<file path="src/rtl/railway_pkg.sv">
// Shared definitions for the crossing speed path: default speed scale,
// divider-scheduler FSM states and the round-robin search helper.
package railway_pkg;

    localparam int DEFAULT_SPEED_SCALE = 32'd1000000;

    // Upper bound on crossings the round-robin helper can search.
    localparam int RR_MAX   = 64;
    localparam int RR_IDX_W = 6;

    typedef enum logic [1:0] {
        IDLE = 2'd0,
        DIV  = 2'd1,
        DONE = 2'd2
    } div_state_e;

    // First set bit of req at or after last+1, wrapping at n-1 -> 0.
    function automatic int unsigned rr_next(
        input logic [RR_MAX-1:0] req,
        input int unsigned       last,
        input int unsigned       n
    );
        int unsigned result;
        int unsigned idx;
        logic        found;
        result = last;
        found  = 1'b0;
        for (int unsigned k = 32'd1; k <= RR_MAX; k++) begin
            if ((k <= n) && !found) begin
                idx = (last + k) % n;
                if (req[idx[RR_IDX_W-1:0]]) begin
                    result = idx;
                    found  = 1'b1;
                end else begin
                    found  = 1'b0;
                end
            end else begin
                idx = 32'd0;
            end
        end
        return result;
    endfunction

endpackage

</file>
<file path="src/rtl/seq_divider.sv">
// Restoring shift-subtract divider: one quotient bit per cycle, W cycles per
// division. done_o is high during the final step and quotient_o then carries
// the finished quotient, so the caller can register it on the same edge.
module seq_divider #(
    parameter int W = 32
) (
    input  logic         clk,
    input  logic         rst,
    input  logic         start_i,
    input  logic [W-1:0] dividend_i,
    input  logic [W-1:0] divisor_i,
    output logic         done_o,
    output logic [W-1:0] quotient_o
);

    localparam int CNT_W = $clog2(W) + 1;
    localparam logic [CNT_W-1:0] LAST_STEP = CNT_W'(W - 1);

    logic             active_q, active_d;
    logic [CNT_W-1:0] cnt_q, cnt_d;
    logic [W:0]       rem_q, rem_d;
    logic [W-1:0]     quot_q, quot_d;

    logic [W+1:0]     rem_shift_s;
    logic [W:0]       diff_s;
    logic             take_s;
    logic [W-1:0]     step_quot_s;

    // One restoring step: shift in the next dividend bit, subtract if it fits.
    always_comb begin
        rem_shift_s = {rem_q, quot_q[W-1]};
        take_s      = (rem_shift_s >= {2'b00, divisor_i});
        diff_s      = rem_shift_s[W:0] - {1'b0, divisor_i};
        step_quot_s = {quot_q[W-2:0], take_s};
        done_o      = active_q && (cnt_q == LAST_STEP);
        quotient_o  = step_quot_s;
    end

    // Next-state for the iteration registers.
    always_comb begin
        active_d = active_q;
        cnt_d    = cnt_q;
        rem_d    = rem_q;
        quot_d   = quot_q;
        if (start_i) begin
            active_d = 1'b1;
            cnt_d    = '0;
            rem_d    = '0;
            quot_d   = dividend_i;
        end else if (active_q) begin
            rem_d    = take_s ? diff_s : rem_shift_s[W:0];
            quot_d   = step_quot_s;
            cnt_d    = cnt_q + CNT_W'(1);
            active_d = (cnt_q != LAST_STEP);
        end else begin
            active_d = 1'b0;
        end
    end

    // Iteration state registers.
    always_ff @(posedge clk) begin
        if (rst) begin
            active_q <= 1'b0;
            cnt_q    <= '0;
            rem_q    <= '0;
            quot_q   <= '0;
        end else begin
            active_q <= active_d;
            cnt_q    <= cnt_d;
            rem_q    <= rem_d;
            quot_q   <= quot_d;
        end
    end

endmodule

</file>
<file path="src/rtl/speed_div_scheduler.sv">
// Shares one iterative divider across all crossings: per-crossing pending
// slots, round-robin arbitration and the IDLE/DIV/DONE sequencing FSM.
module speed_div_scheduler
    import railway_pkg::*;
#(
    parameter int NUM_CROSSINGS = 4,
    parameter int TIMER_W       = 32,
    parameter int SPEED_SCALE   = DEFAULT_SPEED_SCALE,
    parameter int ID_W          = $clog2(NUM_CROSSINGS)
) (
    input  logic                             clk,
    input  logic                             rst,
    input  logic [NUM_CROSSINGS-1:0]         req_valid,
    input  logic [NUM_CROSSINGS*TIMER_W-1:0] req_timer,
    output logic                             speed_valid,
    output logic [TIMER_W-1:0]               speed_val,
    output logic [ID_W-1:0]                  speed_id,
    output logic [NUM_CROSSINGS-1:0]         overrun,
    output logic                             busy
);

    localparam logic [TIMER_W-1:0] SCALE_C    = TIMER_W'(SPEED_SCALE);
    localparam logic [ID_W-1:0]    LAST_CH_C  = ID_W'(NUM_CROSSINGS - 1);

    div_state_e                 state_q, state_d;
    logic [NUM_CROSSINGS-1:0]   pend_q, pend_d;
    logic [TIMER_W-1:0]         slot_q [NUM_CROSSINGS];
    logic [TIMER_W-1:0]         slot_d [NUM_CROSSINGS];
    logic [ID_W-1:0]            last_grant_q, last_grant_d;
    logic [ID_W-1:0]            cur_id_q, cur_id_d;
    logic [TIMER_W-1:0]         divisor_q, divisor_d;
    logic                       rearm_q, rearm_d;
    logic                       speed_valid_q, speed_valid_d;
    logic [TIMER_W-1:0]         speed_val_q, speed_val_d;
    logic [ID_W-1:0]            speed_id_q, speed_id_d;
    logic [NUM_CROSSINGS-1:0]   overrun_q, overrun_d;
    logic                       busy_q, busy_d;

    logic                       grant_s;
    logic [ID_W-1:0]            grant_idx_s;
    logic                       div_start_s;
    logic                       div_done_s;
    logic [TIMER_W-1:0]         div_quot_s;

    seq_divider #(
        .W(TIMER_W)
    ) u_div (
        .clk       (clk),
        .rst       (rst),
        .start_i   (div_start_s),
        .dividend_i(SCALE_C),
        .divisor_i (divisor_q),
        .done_o    (div_done_s),
        .quotient_o(div_quot_s)
    );

    // Arbitration. One idle cycle follows every result before the next grant,
    // which spaces back-to-back results TIMER_W+3 cycles apart.
    always_comb begin
        grant_s     = (state_q == IDLE) && !rearm_q && (|pend_q);
        grant_idx_s = ID_W'(rr_next(RR_MAX'(pend_q), 32'(last_grant_q),
                                    32'(NUM_CROSSINGS)));
    end

    // Pending slots: a new request always wins over a same-cycle grant.
    always_comb begin
        for (int i = 0; i < NUM_CROSSINGS; i++) begin
            logic hit;
            hit          = grant_s && (grant_idx_s == ID_W'(i));
            slot_d[i]    = slot_q[i];
            overrun_d[i] = 1'b0;
            if (req_valid[i]) begin
                pend_d[i]    = 1'b1;
                slot_d[i]    = req_timer[i*TIMER_W +: TIMER_W];
                overrun_d[i] = pend_q[i] && !hit;
            end else if (hit) begin
                pend_d[i]    = 1'b0;
            end else begin
                pend_d[i]    = pend_q[i];
            end
        end
    end

    // Sequencing FSM and result capture.
    always_comb begin
        state_d       = state_q;
        last_grant_d  = last_grant_q;
        cur_id_d      = cur_id_q;
        divisor_d     = divisor_q;
        speed_valid_d = 1'b0;
        speed_val_d   = speed_val_q;
        speed_id_d    = speed_id_q;
        div_start_s   = 1'b0;
        rearm_d       = (state_q == DONE);
        case (state_q)
            IDLE: begin
                if (grant_s) begin
                    last_grant_d = grant_idx_s;
                    cur_id_d     = grant_idx_s;
                    divisor_d    = slot_q[grant_idx_s];
                    if (slot_q[grant_idx_s] == '0) begin
                        state_d       = DONE;
                        speed_valid_d = 1'b1;
                        speed_val_d   = '0;
                        speed_id_d    = grant_idx_s;
                    end else begin
                        state_d     = DIV;
                        div_start_s = 1'b1;
                    end
                end else begin
                    state_d = IDLE;
                end
            end
            DIV: begin
                if (div_done_s) begin
                    state_d       = DONE;
                    speed_valid_d = 1'b1;
                    speed_val_d   = div_quot_s;
                    speed_id_d    = cur_id_q;
                end else begin
                    state_d = DIV;
                end
            end
            DONE: begin
                state_d = IDLE;
            end
            default: begin
                state_d = IDLE;
            end
        endcase
        busy_d = (state_d != IDLE);
    end

    // State, slot and output registers.
    always_ff @(posedge clk) begin
        if (rst) begin
            state_q       <= IDLE;
            pend_q        <= '0;
            last_grant_q  <= LAST_CH_C;
            cur_id_q      <= '0;
            divisor_q     <= '0;
            rearm_q       <= 1'b0;
            speed_valid_q <= 1'b0;
            speed_val_q   <= '0;
            speed_id_q    <= '0;
            overrun_q     <= '0;
            busy_q        <= 1'b0;
            for (int i = 0; i < NUM_CROSSINGS; i++) begin
                slot_q[i] <= '0;
            end
        end else begin
            state_q       <= state_d;
            pend_q        <= pend_d;
            last_grant_q  <= last_grant_d;
            cur_id_q      <= cur_id_d;
            divisor_q     <= divisor_d;
            rearm_q       <= rearm_d;
            speed_valid_q <= speed_valid_d;
            speed_val_q   <= speed_val_d;
            speed_id_q    <= speed_id_d;
            overrun_q     <= overrun_d;
            busy_q        <= busy_d;
            for (int i = 0; i < NUM_CROSSINGS; i++) begin
                slot_q[i] <= slot_d[i];
            end
        end
    end

    assign speed_valid = speed_valid_q;
    assign speed_val   = speed_val_q;
    assign speed_id    = speed_id_q;
    assign overrun     = overrun_q;
    assign busy        = busy_q;

endmodule

</file>
<file path="config.mk">
export PLATFORM = sky130hd
export DESIGN_NAME = speed_div_scheduler
export DESIGN_NICKNAME = d
export VERILOG_FILES = /design/src/rtl/railway_pkg.sv /design/src/rtl/seq_divider.sv /design/src/rtl/speed_div_scheduler.sv
export SDC_FILE = /design/constraint.sdc
export NUM_CORES = 1
export LEC_CHECK = 0
export BUFFER_PORTS_ARGS = -buffer_cell sky130_fd_sc_hd__buf_2
export CAP_MARGIN = 10
export CORE_ASPECT_RATIO = 0.6
export CORE_MARGIN = 4
export CORE_UTILIZATION = 50
export CTS_CLUSTER_SIZE = 12
export DETAILED_ROUTE_END_ITERATION = 8
export PLACE_DENSITY = 0.73
export SLEW_MARGIN = 20
export SYNTH_ARGS = -nofsm -noshare
export SYNTH_HDL_FRONTEND = slang
export SYNTH_SLANG_ARGS = --single-unit
</file>
<file path="constraint.sdc">
create_clock -name clk -period 7 [get_ports clk]
set_input_delay 0.35 -clock clk [delete_from_list [all_inputs] [get_ports clk]]
set_output_delay 0.35 -clock clk [all_outputs]
set_load 0.05 [all_outputs]
</file>
==> metrics.md, run 1 <==
| Metric | Value |
|---|---|
| Status | complete, no violations |
| Pin count of the biggest net entering global routing | 103 |
| Reg2reg path depth | 10 |
| # H-tree levels | 1 |
| Worst IR Drop VDD | 190 uV |
| Gpl congestion | 0.937 |
| Number of global-route vias before repair | 9,849 |
| Mapped Area | 13,500 um^2 |
| Share of layout cells above drive strength 1 | 0.206 |
| Hold Buf Count CTS | 0 |
| Hold Path Origin | req_timer[23] |
| RSZ-0062 raised after global routing | false |
| Diode count | 0 |
| Largest family of logic cells by synthesized area | simple AND/OR/NAND/NOR gates |
| Synth Area in XOR/XNOR | 0.0201 |
| Fin Hold WS | 0.0621 ns |
| Die Footprint | 29,900 um^2 |
| Fmax | 230 MHz |
| Synth Register Bits | 282 |
| Initial DRC Count | 980 |
| DRT Wirelength | 36,100 um |
| Via Count | 10,400 |
| Worst EP arrival | 4.79 ns |
| Initial DRT Pass Iterations | 5 |
| Critical path launch point type | register |
| HP Class | input port to register |
| Lkg Pwr | 6.58 nW |
| R2r startpoint | pend_q[0]$_SDFFE_PP0P_ |
| # IOs | 174 |
| Setup crit end kind | register |
| Skew final | 0.0121 ns |
| Minimum clock period | 4.35 ns |
| Compound-gate portion of the synthesized area | 0.131 |
| Max Root-Sink Buffers | 3 |
| Post-CTS Setup Repair Bufs | 0 |
| Period utilization | 0.622 |
| Hold path depth | 2 |
| Initial antenna violation count | 0 |
| Setup violations, final | 0 |
| Clk_lat worst skew | 0.56 ns |
| Netlist cell types | 66 |
| Setup TNS | 0 ns |
| Initial Utilization | 0.510 |
| Core area | 26,500 um^2 |
| Fill count | 2,189 |
| Slew margin rel. | 0.349 |
| CP required | 7.44 ns |
| Die Span Y | 135 um |
| Max Cap Viol | 0 |
| Chip width | 220 um |
| EDFF count, synth | 128 |
| Tot GR Track Use | 0.241 |
| Vias per cell | 5.88 |
| Simple-Gate Fraction of Synth Area | 0.172 |
| Global route overflow | 0 |
| Seq/Total Area, Yosys | 0.512 |
| Most frequent cells in the layout | buf_2, dfxtp_1, edfxtp_1 |
| Post-synthesis instance total | 1,260 |
| Hpwl dp | 25,800 um |
| R2r setup slk | 2.65 ns |
| CTS clk-pin slew, worst paths | 0.06 ns |
| Post-Syn Nets | 1,428 |
| Row count | 46 |
| CTS tree | built |
| TritonCTS buffer count | 28 |
| Worst-path maximum fanout | 64 |
| PwrDens | 310 nW/um^2 |
| Synthesized area per cell | 10.7 um^2 |
| Synth-to-layout area growth | 14.1% |
| Worst-margin pin slew | 0.977 ns |
| Commonest non-fill, non-tap cell in the layout | buf_2 |
| DRC | 0 |
| Resized Gates After CTS | 0 |
| DR WL/cell | 20.4 um |
| Nets | 1,557 |
| Antenna viol nets, final | 0 |
| First-pass GRT wire length | 56,300 um |
| Multiplexer area fraction after synthesis | 0.0924 |
| Clock sink total | 282 |
| CP Class | register to register |
| Synth Area in Adders | 0.0320 |
| Final hold vios | 0 |
| CTS root buf | clkbuf_16 |
| Yosys warns | 0 |
| Final slew viol count | 0 |
| RR Endpoint | u_div.rem_q[30]$_SDFFE_PP0P_ |
| Hold EP | slot_q[0][23]$_SDFFCE_PN0P_ |
| Port Buffers | 173 |
| Fraction of registers with async set/reset | 0 |
| Synth Flop Type | dfxtp_1 |
worst max-delay path by stage:
| stage | start | to | depth (start not counted) |
|---|---|---|---|
| floorplan | pend_q[0]$_SDFFE_PP0P_ | speed_val[10]$_SDFFE_PP0P_ | 10 |
| global placement | pend_q[0]$_SDFFE_PP0P_ | u_div.rem_q[30]$_SDFFE_PP0P_ | 10 |
| detailed placement | pend_q[0]$_SDFFE_PP0P_ | u_div.rem_q[30]$_SDFFE_PP0P_ | 10 |
| CTS | pend_q[0]$_SDFFE_PP0P_ | u_div.rem_q[30]$_SDFFE_PP0P_ | 10 |
| global route | pend_q[0]$_SDFFE_PP0P_ | u_div.rem_q[30]$_SDFFE_PP0P_ | 10 |
| finish | pend_q[0]$_SDFFE_PP0P_ | u_div.rem_q[30]$_SDFFE_PP0P_ | 10 |
metal layers:
layer	wire length, um	vias to the layer above	GRT usage
met2	14500	419	0.334
met1	17400	5057	0.374
met3	3630	49	0.0760
met5	0	-	0
met4	559	0	0.0415
li1	-	4877	-
synthesized netlist by cell type, types with 24 or more instances:
cell type | n | area share
a211oi_2 | 24 | 0.022
a21oi_1 | 96 | 0.035
a22o_1 | 31 | 0.020
and2_1 | 33 | 0.015
and3_1 | 98 | 0.045
clkbuf_1 | 68 | 0.019
dfxtp_1 | 154 | 0.23
edfxtp_1 | 128 | 0.28
ha_1 | 33 | 0.031
inv_1 | 45 | 0.012
mux2i_1 | 50 | 0.037
mux4_2 | 24 | 0.040
nand2_1 | 96 | 0.027
nor2_1 | 114 | 0.032
nor4_1 | 26 | 0.012
o21ai_0 | 24 | 0.0089
cells by family (layout without fill, tap and decap cells):
group	count (synthesis)	after routing
AND/OR/NAND/NOR	453	453
AO/OA/AOI/OAI	247	247
adder cells (fa/ha/maj)	34	34
XOR/XNOR	31	31
flip-flops	282	282
buffers and inverters	131	279
multiplexers	82	82
worst max-delay path, cell delays in order (launching register included):
cell and delay, ns:
dfxtp_1 0.41, or2b_1 0.18, a21boi_4 0.08, nor3_4 0.33, buf_4 0.63, mux4_1 0.68, nor4_2 0.33, nand3_2 0.19
o21ai_4 0.39, nand2_4 0.52, a2111oi_2 0.42
sequential cells by signal, indices dropped and copies added, names as in the netlist:
| register | count |
|---|---|
| slot_q | 128 |
| u_div.rem_q | 33 |
| divisor_q | 32 |
| speed_val | 32 |
| u_div.quot_q | 32 |
| u_div.cnt_q | 6 |
| overrun | 4 |
| pend_q | 4 |
| cur_id_q | 2 |
| last_grant_q | 2 |
| speed_id | 2 |
| state_q | 2 |
| busy | 1 |
| rearm_q | 1 |
| u_div.active_q | 1 |
per-stage QoR:
step	utilization	setup WS, ns	instances	total power, mW	cell area [um^2]
floorplan	-	4.08	1260	3.04	13500
global placement	0.550	2.72	1719	3.36	14600
detailed placement	0.550	2.64	1719	3.38	14600
CTS	0.582	2.63	1768	4.80	15400
global route	0.582	2.33	1768	5.04	15400
finish	0.582	2.65	1768	4.79	15400
final cells by class:
type	count	area [um^2]	area share
Tap cell	360	450	0.0292
Timing Repair Buffer	185	956	0.0619
Multi-Input combinational cell	847	6090	0.395
Sequential cell	282	6930	0.449
Inverter	45	169	0.0109
Clock buffer	45	783	0.0507
Clock inverter	4	56.3	0.00365
power by group:
part	leakage (nW)	internal [mW]	switching (mW)
clock network	0.410	0.799	0.620
logic	3.54	0.574	0.845
registers	2.63	1.85	0.0994
Power figures use the tool's default switching activity.
==> run 2: changes to the inputs <==
ABC_AREA = 1   (was not set)
PLACE_DENSITY = 0.72   (was 0.73)
clock period = 4.4 ns   (was 7 ns; I/O delays follow)
==> run 2 against run 1 <==
Compared with the run above: flip-flop and latch count stayed put; hold slack worse by 0.052 ns; synthesized cell count is 50% higher; area after synthesis is 5.7% higher; wire length is 21% higher; count of clock-buffer cells in the layout is 3 lower; fmax is 12% higher; first-iteration DRC count is 53% higher; final area is 13% higher; largest power group is now combinational logic.
==> metrics.md, run 2 <==
| Metric | Value |
|---|---|
| Status | complete, no violations |
| GR met1 Demand/Resource | 0.393 |
| Most frequent cells in the layout | nand2_1, nor2_1, inv_1 |
| Synth-to-layout area growth | 22.2% |
| Initial Utilization | 0.513 |
| DRC | 0 |
| Fill count | 2,371 |
| Die Footprint | 31,500 um^2 |
| Fmax | 258 MHz |
| Worst IR Drop VDD | 610 uV |
| Cell family with most CP delay | simple AND/OR/NAND/NOR gates |
| DRT Wirelength | 43,700 um |
| Comb pwr share | 0.476 |
| Switch share | 0.444 |
| Hpwl dp | 27,800 um |
| Worst EP arrival | 4.37 ns |
| Post-synthesis instance total | 1,886 |
| Final core utilization | 0.628 |
| Max reg flops | 128 |
| Clock power frac | 0.221 |
| Met3 Track Usage GR | 0.0622 |
| Most frequent CP cell | nand2_1 |
| Max Cap Viol | 0 |
| Mapped Area | 14,300 um^2 |
| EDFF count, synth | 128 |
| Via Count | 13,600 |
| Slew margin rel. | 0.332 |
| # IOs | 174 |
| DR WL/cell | 17.3 um |
| Commonest non-fill, non-tap cell in the layout | nand2_1 |
| Period utilization | 0.880 |
| Worst path bufs/invs | 4 |
| CP required | 4.90 ns |
| Vias per cell | 5.37 |
| Setup TNS | 0 ns |
| Synthesized area per cell | 7.59 um^2 |
| Cell accounting for the most synthesized area | edfxtp_1 |
| CP Class | register to register |
| CTS clk-pin slew, worst paths | 0.07 ns |
| Slowest-stage cell, CP | dfxtp_1 |
| Critical path launch point type | register |
| Initial DRC Count | 1,499 |
| HP Class | input port to register |
| Skew final | 0.0101 ns |
| TritonCTS buffer count | 28 |
| Tot GR Track Use | 0.270 |
| Gpl congestion | 0.931 |
| CTS tree | built |
| Largest stage delay on the critical path | 0.56 ns |
| Max Root-Sink Buffers | 3 |
| Worst-path maximum fanout | 34 |
| Number of global-route vias before repair | 12,900 |
| Sw power | 4.75 mW |
| M2 GR Usage | 0.408 |
| Yosys warns | 0 |
| Post-CTS Setup Repair Bufs | 0 |
| Setup crit end kind | register |
| Setup violations, final | 0 |
| Fraction of registers with async set/reset | 0 |
| Chip width | 226 um |
| Port Buffers | 173 |
| Clock sink total | 282 |
| Storage cell area | 6930 um^2 |
| Most numerous cell in the Yosys netlist | nand2_1 |
| Share of layout cells above drive strength 1 | 0.127 |
| Global route overflow | 0 |
| Top reg by flops | slot_q |
| Initial antenna violation count | 2 |
| First-pass GRT wire length | 68,500 um |
| Synth Flop Type | dfxtp_1 |
| Lkg Pwr | 8.38 nW |
| Area of the multi-input gates | 5930 um^2 |
| Critical-path cell list | inv_4 > nand2_1 > nand2_1 > nand2_1 > nand2_1 > inv_2 > nand2_1 > nand2_2 > nand2_2 > buf_4 > nand2_1 > nand3_1 > nand2_1 > nand2_1 > nor2_1 > nand2_1 > nor2_2 > nand2_2 > nand2_2 > nand2_4 > buf_12 > nor2_1 |
| Most used routing layer | met2 |
| Largest cells by area after synthesis | edfxtp_1, dfxtp_1, nand2_1, nor2_1, inv_1 |
| Flop pwr share | 0.304 |
| PwrDens | 611 nW/um^2 |
| Synth Register Bits | 282 |
| # H-tree levels | 1 |
| Pin count of the biggest net entering global routing | 79 |
| Netlist cell types | 42 |
| Post-Syn Nets | 2,054 |
| Nets | 2,313 |
| Share of the synthesized area in the top cell type | 0.269 |
| Clk_lat worst skew | 0.57 ns |
| Row count | 47 |
| Synth cell count leaders | nand2_1, nor2_1, inv_1 |
| RSZ-0062 raised after global routing | false |
| Worst-margin pin slew | 1.00 ns |
| Top Registers | slot_q (128), u_div.rem_q (33) |
| Minimum clock period | 3.87 ns |
| CTS root buf | clkbuf_16 |
| Internal | 5.94 mW |
| Final hold vios | 0 |
| Core area | 27,900 um^2 |
| Final slew viol count | 0 |
| Die Span Y | 139 um |
| Initial DRT Pass Iterations | 6 |
| Seq/Total Area, Yosys | 0.484 |
| Antenna viol nets, final | 0 |
[run 2: cell types whose count changed after synthesis, moves of 31 or more]
cell | previous run | this run
and2_1 | 33 | 0
inv_1 | 45 | 273
a22o_1 | 31 | 0
o211ai_1 | 6 | 39
nand2_1 | 96 | 418
nand3_1 | 14 | 147
mux2i_1 | 50 | 0
and3_1 | 98 | 0
nor2_1 | 114 | 323
o21ai_0 | 24 | 86
[run 2: logic make-up after synthesis]
group,after synthesis,share of synthesized area
XOR/XNOR,26,0.0159
adder cells (fa/ha/maj),34,0.0302
buffers and inverters,365,0.102
AND/OR/NAND/NOR,932,0.267
AO/OA/AOI/OAI,247,0.100
flip-flops,282,0.484
[run 2: layout make-up]
class,count,share of cell area
Tap cell,367,0.0263
Sequential cell,282,0.396
Antenna cell,1,0.000143
Multi-Input combinational cell,1239,0.339
Clock buffer,42,0.0442
Inverter,278,0.0599
Clock inverter,4,0.00458
Timing Repair Buffer,316,0.130
[run 2: repair_timing]
action,4_1_cts,5_1_grt
endpoints found under the setup margin,0,1
endpoints found under the hold margin,123,0
hold buffers,122,0
gates resized for setup,0,1
[run 2: tightest hold or removal path: stages]
cell,delay (ns)
buf_2,0.09
inv_1,0.04
nor2_1,0.11
[run 2: worst paths after layout]
check | cells past startpoint | startpoint | slack (ns) | end
hold reg to reg | 2 | speed_val[5]$_SDFFE_PP0P_ | 0.48 | speed_val[5]$_SDFFE_PP0P_
setup / recovery | 22 | last_grant_q[0]$_SDFFE_PP1P_ | 0.53 | u_div.rem_q[17]$_SDFFE_PP0P_
hold / removal | 3 | req_timer[83] | 0.01 | slot_q[2][19]$_SDFFCE_PN0P_
setup reg to reg | 22 | last_grant_q[0]$_SDFFE_PP1P_ | 0.53 | u_div.rem_q[17]$_SDFFE_PP0P_
[run 2: routing by layer]
metal / vias to the layer above / routed length (um)
met5: - / 0
met2: 690 / 19000
met1: 6252 / 19500
met3: 110 / 3920
met4: 0 / 1260
li1: 6519 / -
[run 2: stage by stage]
| step | instance area (um^2) | power (mW) | hold WS, ns | std cells | worst slack (ns) |
|---|---|---|---|---|---|
| after floorplan | 14300 | 6.83 | 0.428 | 1886 | 1.73 |
| after global placement | 15400 | 8.03 | 0.464 | 2360 | 0.670 |
| after detailed placement | 15400 | 8.11 | 0.471 | 2360 | 0.544 |
| after CTS | 17500 | 10.5 | 0.000562 | 2528 | 0.519 |
| after global routing | 17500 | 11.4 | 0.0182 | 2529 | 0.192 |
| final | 17500 | 10.7 | 0.00998 | 2529 | 0.529 |
[run 2: power groups by stage]
stage          clock, mW  combinational (mW)  sequential [mW]
2_1_floorplan          0                3.60             3.24
3_3_place_gp           0                4.74             3.29
3_5_place_dp           0                4.83             3.28
4_1_cts             2.36                4.94             3.23
5_1_grt             2.48                5.64             3.27
6_report            2.36                5.09             3.25
==> run 3: changes to the inputs <==
CORE_MARGIN = 5   (was 4)
==> run 3 against run 2 <==
Compared with the run above: register-to-register slack worse by 0.08 ns; clock skew grew 0.0016 ns; via count down 0.32%; clock power fell by 4%; cell count grew 0.20%; power barely moved; die area grew 2.3%; sequential share of layout area is 0.20 points higher.
==> metrics.md, run 3 (synthesized netlist as in run 2, its figures left out) <==
| Metric | Value |
|---|---|
| Status | complete, no violations |
| Final core utilization | 0.611 |
| Nets | 2,303 |
| Crit path capture | u_div.rem_q[12]$_SDFFE_PP0P_ |
| Max Root-Sink Buffers | 3 |
| Top Registers | slot_q (128), u_div.rem_q (33) |
| Chip width | 228 um |
| Fill count | 2,445 |
| Lkg Pwr | 8.33 nW |
| Max reg flops | 128 |
| Port Buffers | 173 |
| Core area | 28,500 um^2 |
| CTS root buf | clkbuf_16 |
| Top reg by flops | slot_q |
| CP Class | register to register |
| Storage cell area | 6930 um^2 |
| Most frequent cells in the layout | nand2_1, nor2_1, inv_1 |
| Design area | 17,400 um^2 |
| Period utilization | 0.898 |
| PwrDens | 615 nW/um^2 |
| Share of layout cells above drive strength 1 | 0.126 |
| Fmax | 253 MHz |
| CTS tree | built |
| Setup TNS | 0 ns |
| Initial antenna violation count | 5 |
| Clock sink total | 282 |
| Antenna viol nets, final | 0 |
| Setup violations, final | 0 |
| Global route overflow | 0 |
| Reg2reg path depth | 20 |
| Final hold vios | 0 |
| CP required | 4.84 ns |
| Via Count | 13,500 |
| Die Footprint | 32,200 um^2 |
| RR Endpoint | u_div.rem_q[12]$_SDFFE_PP0P_ |
| Worst EP arrival | 4.39 ns |
| Initial DRC Count | 1,445 |
| Tot GR Track Use | 0.262 |
| Max Cap Viol | 0 |
| Worst-margin pin slew | 0.966 ns |
| Worst IR Drop VDD | 529 uV |
| Skew final | 0.0117 ns |
| Worst setup startpoint | last_grant_q[0]$_SDFFE_PP1P_ |
| R2r setup slk | 0.45 ns |
| Number of global-route vias before repair | 13,100 |
| RSZ-0062 raised after global routing | false |
| Resized Gates After CTS | 0 |
| Synth-to-layout area growth | 21.6% |
| HP Class | input port to register |
| Hpwl dp | 28,100 um |
| Slew margin rel. | 0.356 |
| Gpl congestion | 0.931 |
| Initial Utilization | 0.503 |
| Worst-path maximum fanout | 40 |
| Die Span Y | 141 um |
| DR WL/cell | 16.8 um |
| Area of the multi-input gates | 5930 um^2 |
| Setup crit end kind | register |
| Minimum clock period | 3.95 ns |
| CTS clk-pin slew, worst paths | 0.06 ns |
| Vias per cell | 5.34 |
| Post-DP Area | 15,400 um^2 |
| Final slew viol count | 0 |
| # H-tree levels | 1 |
| Commonest non-fill, non-tap cell in the layout | nand2_1 |
| Clk_lat worst skew | 0.56 ns |
| TritonCTS buffer count | 28 |
| Pin count of the biggest net entering global routing | 79 |
| Initial DRT Pass Iterations | 6 |
| First-pass GRT wire length | 69,000 um |
| Row count | 48 |
| # IOs | 174 |
| DRT Wirelength | 42,700 um |
| Critical path launch point type | register |
| DRC | 0 |
| R2r startpoint | last_grant_q[0]$_SDFFE_PP1P_ |
run 3: cell count changes in the layout (fill, tap and decap cells not counted), sizes merged:
cell and delta:
bufinv -1, clkbuf +3, clkinv +1, buf -3
dlygate4sd3 -7, diode +4
run 3: what timing repair did:
| item | CTS | global route |
|---|---|---|
| buffers inserted | 0 | 0 |
| endpoints found under the hold margin | 115 | 0 |
| setup endpoints to repair | 0 | 0 |
| hold buffers | 115 | 0 |
run 3: worst min path at each step:
stage,from,end,slack (ns),cells past startpoint
final,req_timer[97],slot_q[3][1]$_SDFFCE_PN0P_,0.01,3
after global routing,req_timer[21],slot_q[0][21]$_SDFFCE_PN0P_,0.005,3
after global placement,cur_id_q[1]$_SDFFE_PP0P_,cur_id_q[1]$_SDFFE_PP0P_,0.46,2
after detailed placement,cur_id_q[1]$_SDFFE_PP0P_,cur_id_q[1]$_SDFFE_PP0P_,0.46,2
after floorplan,req_timer[0],slot_q[0][0]$_SDFFCE_PN0P_,0.43,2
after CTS,req_timer[21],slot_q[0][21]$_SDFFCE_PN0P_,0.002,3
run 3: report_power, final:
group	total [mW]	leakage [nW]	internal (mW)	switching, mW
clock network	2.26	0.403	1.26	1.00
registers	3.23	2.63	3.05	0.171
logic	5.21	5.29	1.53	3.68
total	10.7	8.33	5.84	4.85
run 3: metrics by stage:
step | setup WS [ns] | hold WS (ns) | power, mW | instances
after floorplan | 1.73 | 0.428 | 6.83 | 1886
after global placement | 0.760 | 0.457 | 8.12 | 2365
after detailed placement | 0.614 | 0.463 | 8.19 | 2365
after CTS | 0.589 | 0.00209 | 10.5 | 2529
after global routing | 0.0890 | 0.00469 | 11.4 | 2534
final | 0.447 | 0.0105 | 10.7 | 2534
run 3: layout make-up:
type,count,area share
Clock buffer,45,0.0446
Inverter,278,0.0602
Tap cell,375,0.0270
Sequential cell,282,0.398
Clock inverter,4,0.00323
Timing Repair Buffer,306,0.126
Antenna cell,5,0.000719
Multi-Input combinational cell,1239,0.341
run 3: per-layer routing:
metal / vias to the layer above / GRT usage / part of all wire / wire [um]
li1: 6512 / - / - / -
met3: 114 / 0.0515 / 0.091 / 3910
met4: 0 / 0.0792 / 0.033 / 1400
met2: 677 / 0.397 / 0.42 / 18000
met1: 6224 / 0.383 / 0.45 / 19400
met5: - / 0 / 0 / 0
run 3: critical path, cell delays in order, from the launching register on:
cell and delay [ns]:
dfxtp_1 0.55, inv_4 0.10, nand2_1 0.10, nand2_1 0.07
nand2_1 0.10, nand2_1 0.09, nor3_1 0.16, inv_1 0.07
nand2_2 0.21, clkinv_2 0.53, nand3_1 0.30, nand2_1 0.11
nand2_1 0.15, nor2_1 0.07, nand2_1 0.07, nor2_2 0.06
nand2_2 0.13, nand2_2 0.20, nand2_4 0.35, buf_12 0.28
nor2_1 0.08
